File: src/rtl/mat_square_seq.sv
// Sequential fixed-point A*A: one signed 33x33 multiplier and a 68-bit accumulator
// walk 27 MAC steps (3 per element) and write each element with optional saturation.
module mat_square_seq #(
  parameter int FRAC_BITS = 6,
  parameter bit SATURATE  = 1
) (
  input  logic               iclk,
  input  logic               ireset,
  input  logic               i_en,
  input  logic               i_start,
  input  logic signed [32:0] i_mat00, i_mat01, i_mat02,
  input  logic signed [32:0] i_mat10, i_mat11, i_mat12,
  input  logic signed [32:0] i_mat20, i_mat21, i_mat22,
  output logic signed [32:0] o_mat00, o_mat01, o_mat02,
  output logic signed [32:0] o_mat10, o_mat11, o_mat12,
  output logic signed [32:0] o_mat20, o_mat21, o_mat22,
  output logic               o_busy,
  output logic               o_Dval
);
  typedef enum logic [1:0] {IDLE, MAC, DONE} state_t;

  localparam logic signed [67:0] MAXV = 68'sd4294967295;
  localparam logic signed [67:0] MINV = -68'sd4294967296;

  state_t state, state_nxt;
  logic [2:0][2:0][32:0] a, res;
  logic [1:0]            i, j, k;
  logic signed [67:0]    acc, sum, shifted;
  logic signed [65:0]    prod;
  logic [32:0]           res_val;
  logic                  last;

  assign prod    = $signed(a[i][k]) * $signed(a[k][j]);
  assign sum     = acc + prod;
  assign shifted = sum >>> FRAC_BITS;
  assign last    = (i == 2'd2) && (j == 2'd2) && (k == 2'd2);

  always_comb begin
    res_val = shifted[32:0];
    if (SATURATE) begin
      if (shifted > MAXV)      res_val = MAXV[32:0];
      else if (shifted < MINV) res_val = MINV[32:0];
    end
  end

  always_comb begin
    state_nxt = state;
    if (i_en) begin
      case (state)
        IDLE, DONE: if (i_start) state_nxt = MAC;
        MAC:        if (last)    state_nxt = DONE;
        default:                 state_nxt = IDLE;
      endcase
    end
  end

  always_ff @(posedge iclk or negedge ireset) begin
    if (!ireset) state <= IDLE;
    else         state <= state_nxt;
  end

  always_ff @(posedge iclk or negedge ireset) begin
    if (!ireset) begin
      a      <= '0;
      res    <= '0;
      acc    <= '0;
      i      <= '0;
      j      <= '0;
      k      <= '0;
      o_busy <= 1'b0;
      o_Dval <= 1'b0;
    end else if (i_en) begin
      case (state)
        IDLE, DONE: if (i_start) begin
          a[0][0] <= i_mat00; a[0][1] <= i_mat01; a[0][2] <= i_mat02;
          a[1][0] <= i_mat10; a[1][1] <= i_mat11; a[1][2] <= i_mat12;
          a[2][0] <= i_mat20; a[2][1] <= i_mat21; a[2][2] <= i_mat22;
          acc    <= '0;
          i      <= '0;
          j      <= '0;
          k      <= '0;
          o_busy <= 1'b1;
          o_Dval <= 1'b0;
        end
        MAC: if (k == 2'd2) begin
          // third product of the dot product goes straight to the result
          res[i][j] <= res_val;
          acc       <= '0;
          k         <= '0;
          if (j == 2'd2) begin
            j <= '0;
            i <= (i == 2'd2) ? 2'd0 : i + 2'd1;
          end else begin
            j <= j + 2'd1;
          end
          if (last) begin
            o_busy <= 1'b0;
            o_Dval <= 1'b1;
          end
        end else begin
          acc <= sum;
          k   <= k + 2'd1;
        end
        default: ;
      endcase
    end
  end

  assign o_mat00 = res[0][0]; assign o_mat01 = res[0][1]; assign o_mat02 = res[0][2];
  assign o_mat10 = res[1][0]; assign o_mat11 = res[1][1]; assign o_mat12 = res[1][2];
  assign o_mat20 = res[2][0]; assign o_mat21 = res[2][1]; assign o_mat22 = res[2][2];
endmodule

File: config.mk
export PLATFORM = sky130hd
export DESIGN_NAME = mat_square_seq
export DESIGN_NICKNAME = d
export VERILOG_FILES = /design/src/rtl/mat_square_seq.sv
export SDC_FILE = /design/constraint.sdc
export NUM_CORES = 2
export LEC_CHECK = 0
export ABC_AREA = 1
export CORE_ASPECT_RATIO = 1.4
export CORE_MARGIN = 1
export CORE_UTILIZATION = 56
export CTS_BUF_LIST = sky130_fd_sc_hd__clkbuf_2
export DETAILED_ROUTE_END_ITERATION = 10
export MAX_ROUTING_LAYER = met4
export PLACE_DENSITY = 0.8
export SYNTH_ARGS = -nofsm -noshare
export SYNTH_HDL_FRONTEND = slang
export SYNTH_SLANG_ARGS = --single-unit
File: constraint.sdc
create_clock -name iclk -period 9.2 [get_ports iclk]
set_input_delay 0.92 -clock iclk [delete_from_list [all_inputs] [get_ports iclk]]
set_output_delay 0.92 -clock iclk [all_outputs]
set_load 0.005 [all_outputs]
==> impl_metrics.ini <==
[worst_setup_path]
worst-setup-path-type = flip-flop to flip-flop
critPathMaxFanout = 11
r2r_cells = 45
worst_path_most_repeated_cell = nand2_1
cp_num_buf_inv = 13
crit_start = i[0]
critical_path_depth = 45
r2r_start = i[0]
required_ns = 10.70
max_stage_delay_ns = 0.58
cpLargestDelayFamily = adder cells
cp-start-kind = flip-flop
crit_path_top_delay_cell = fa_2
arrival_ns = 11.01
setup.worst_path.end_class = flip-flop

[route]
ant_nets = 0
vias_per_cell = 5.706
drc_errors = 0
dr.pass1.iters = 7
wirelength_um = 322900
drt_iter0_drc = 7331
vias = 73620
wire_per_inst_um = 25.03

[finish]
drive_gt1_share_pct = 16.91
stdcell_area_um2 = 98350
final_cell_mix = 3246 x nand2_1, 1956 x inv_1, 1222 x fa_1
fin_util_pct = 74.14
fin_nets = 12800
layout_commonest_cell = nand2_1
area_growth_pct = 31.06

[outcome]
outcome = finished, violations left
violations = negative setup slack

[cts]
clkLatencyLatePin_ns = 1.69
clk_pin_slew_ns = 0.11
cts_tree = built
cts_buffer_depth = 3
h-tree-depth = 4
clockRootBuffer = clkbuf_2
numCtsBuffers = 155
cts_sinks = 672

[sta]
tightest_slew_ns = 1.275
finalCritPeriodShare_pct = 103.3
setup-violations-final = 288
max_freq_mhz = 105.2
rsz0062_at_grt = true
report.final.hold_viol_count = 0
final_max_slew_viol_count = 0
finClkSkew_ns = 0.1389
min_period_ns = 9.505
slew_headroom_pct = 14.92
worst_slack_ns = -0.3046

[hold_path]
hp-class = primary input to flip-flop
min_path_cells = 3
min-delay-start = i_mat00[24]

[die]
die_area_um2 = 135500
core_um2 = 132700
io_pins = 600
rows = 158
die_w_um = 311.4
initial_core_util_pct = 56.57
die-height_um = 435.1

[synth]
ys_seq_area_share_pct = 22.41
ys.flop_type = dfrtp_1
syn_area_um2 = 75040
synthArstFlopShare_pct = 100.0
avgSynthCellArea_um2 = 8.073
synth_cells = 9295
syn_nets = 11100
ys_ff_latch = 672
synth_cell_types = 52
synth_enable_flop_cells = 0
ys_warn_count = 0

[grt]
grt_overflow = 0
grt_max_degree = 200
grt_pass1_wl_um = 483100
antenna_found_initial = 35
grt_use_total_pct = 50.04
grt_pass1_vias = 79350

[flow_run]
max_cap_viol_count = 0

[placement]
postPlaceCellArea_um2 = 90900
portBuffers = 599
post-place-ws_ns = -0.9527
place_hpwl_um = 245300
routabilityCongestion = 1.077
-- layer usage --
metal / global-route usage [%] / share of wire (%) / up-vias
li1: - / - / 30620
met1: 50.87 / 31 / 35860
met2: 79.14 / 47 / 5102
met3: 13.22 / 10 / 2030
met4: 45.09 / 12 / 0
met5: - / 0 / -
-- repair_timing --
action	4_1_cts	5_1_grt
hold endpoints to repair	366	0
setup buffers	51	28
gates resized for setup	414	116
hold buffers	274	0
cloned	10	3
setup endpoints to repair	293	293
pin swaps	90	41
-- kinds of logic after synthesis --
family,share of synthesized area [%]
simple gates,21.69
buf+inv,12.41
flops,22.41
xor+xnor,0.4902
compound gates,5.167
fa+ha+maj,37.83
-- worst paths after layout --
check,endpoint,slack (ns)
worst max-delay path,o_mat00[15],-0.30
worst min-delay path,a[24],0.04
worst max register to register,o_mat00[15],-0.30
worst min register to register,o_mat11[19],0.49
max in group asynchronous,a[98],6.82
min in group asynchronous,a[203],0.43
-- worst reg2reg max path, delay by kind of cell (launching register included) --
kind / cells / cell delay [ns]
DFF: 1 / 0.46
AOI/OAI and AO/OA: 5 / 0.83
and+or+nand+nor: 18 / 1.91
adders and majority gates: 9 / 4.47
buffers and inverters: 13 / 1.72
-- layout make-up --
class	count	area, um^2
antenna	38	95.09
clock buffer	208	1041
timing repair buffer	1946	19040
inverter	2024	7640
clock inverter	64	420.4
fill	9662	34300
sequential	672	16820
multi-input combinational	6189	51090
tap	1760	2202
-- state kept, by name, indices dropped and copies added (netlist names), 2 cells and up --
| signal | count |
|---|---|
| a | 297 |
| acc | 68 |
| i | 2 |
| j | 2 |
| k | 2 |
| o_mat00 | 33 |
| o_mat01 | 33 |
| o_mat02 | 33 |
| o_mat10 | 33 |
| o_mat11 | 33 |
| o_mat12 | 33 |
| o_mat20 | 33 |
| o_mat21 | 33 |
| o_mat22 | 33 |
| state | 2 |
-- synth_stat cells (all sizes together) (26+ instances only) --
library cell | number | area share, %
o221ai | 79 | 0.92
inv | 2010 | 10
nand4 | 32 | 0.27
nand2 | 3434 | 18
a221oi | 28 | 0.33
dfrtp | 672 | 22
o22ai | 27 | 0.23
a21oi | 86 | 0.58
nor2 | 359 | 1.9
a22oi | 29 | 0.29
nor3 | 26 | 0.22
o21ai | 332 | 2.2
fa | 1270 | 34
xor2 | 33 | 0.39
buf | 71 | 0.59
nand3 | 132 | 0.94
ha | 237 | 4.0
clkbuf | 339 | 1.7
-- per-stage QoR --
step           setup TNS [ns]  hold slack, ns  instances
2_1_floorplan               0          0.4422       9295
3_3_place_gp          -255.65          0.4608      12230
3_5_place_dp          -253.40          0.4592      12230
4_1_cts                -28.42      0.00003286      12840
5_1_grt               -147.26         0.09262      12900
6_report               -66.45         0.04322      12900
Power is not shown: default switching activity piles up to over one toggle a cycle in this logic, so the estimate is an artifact.
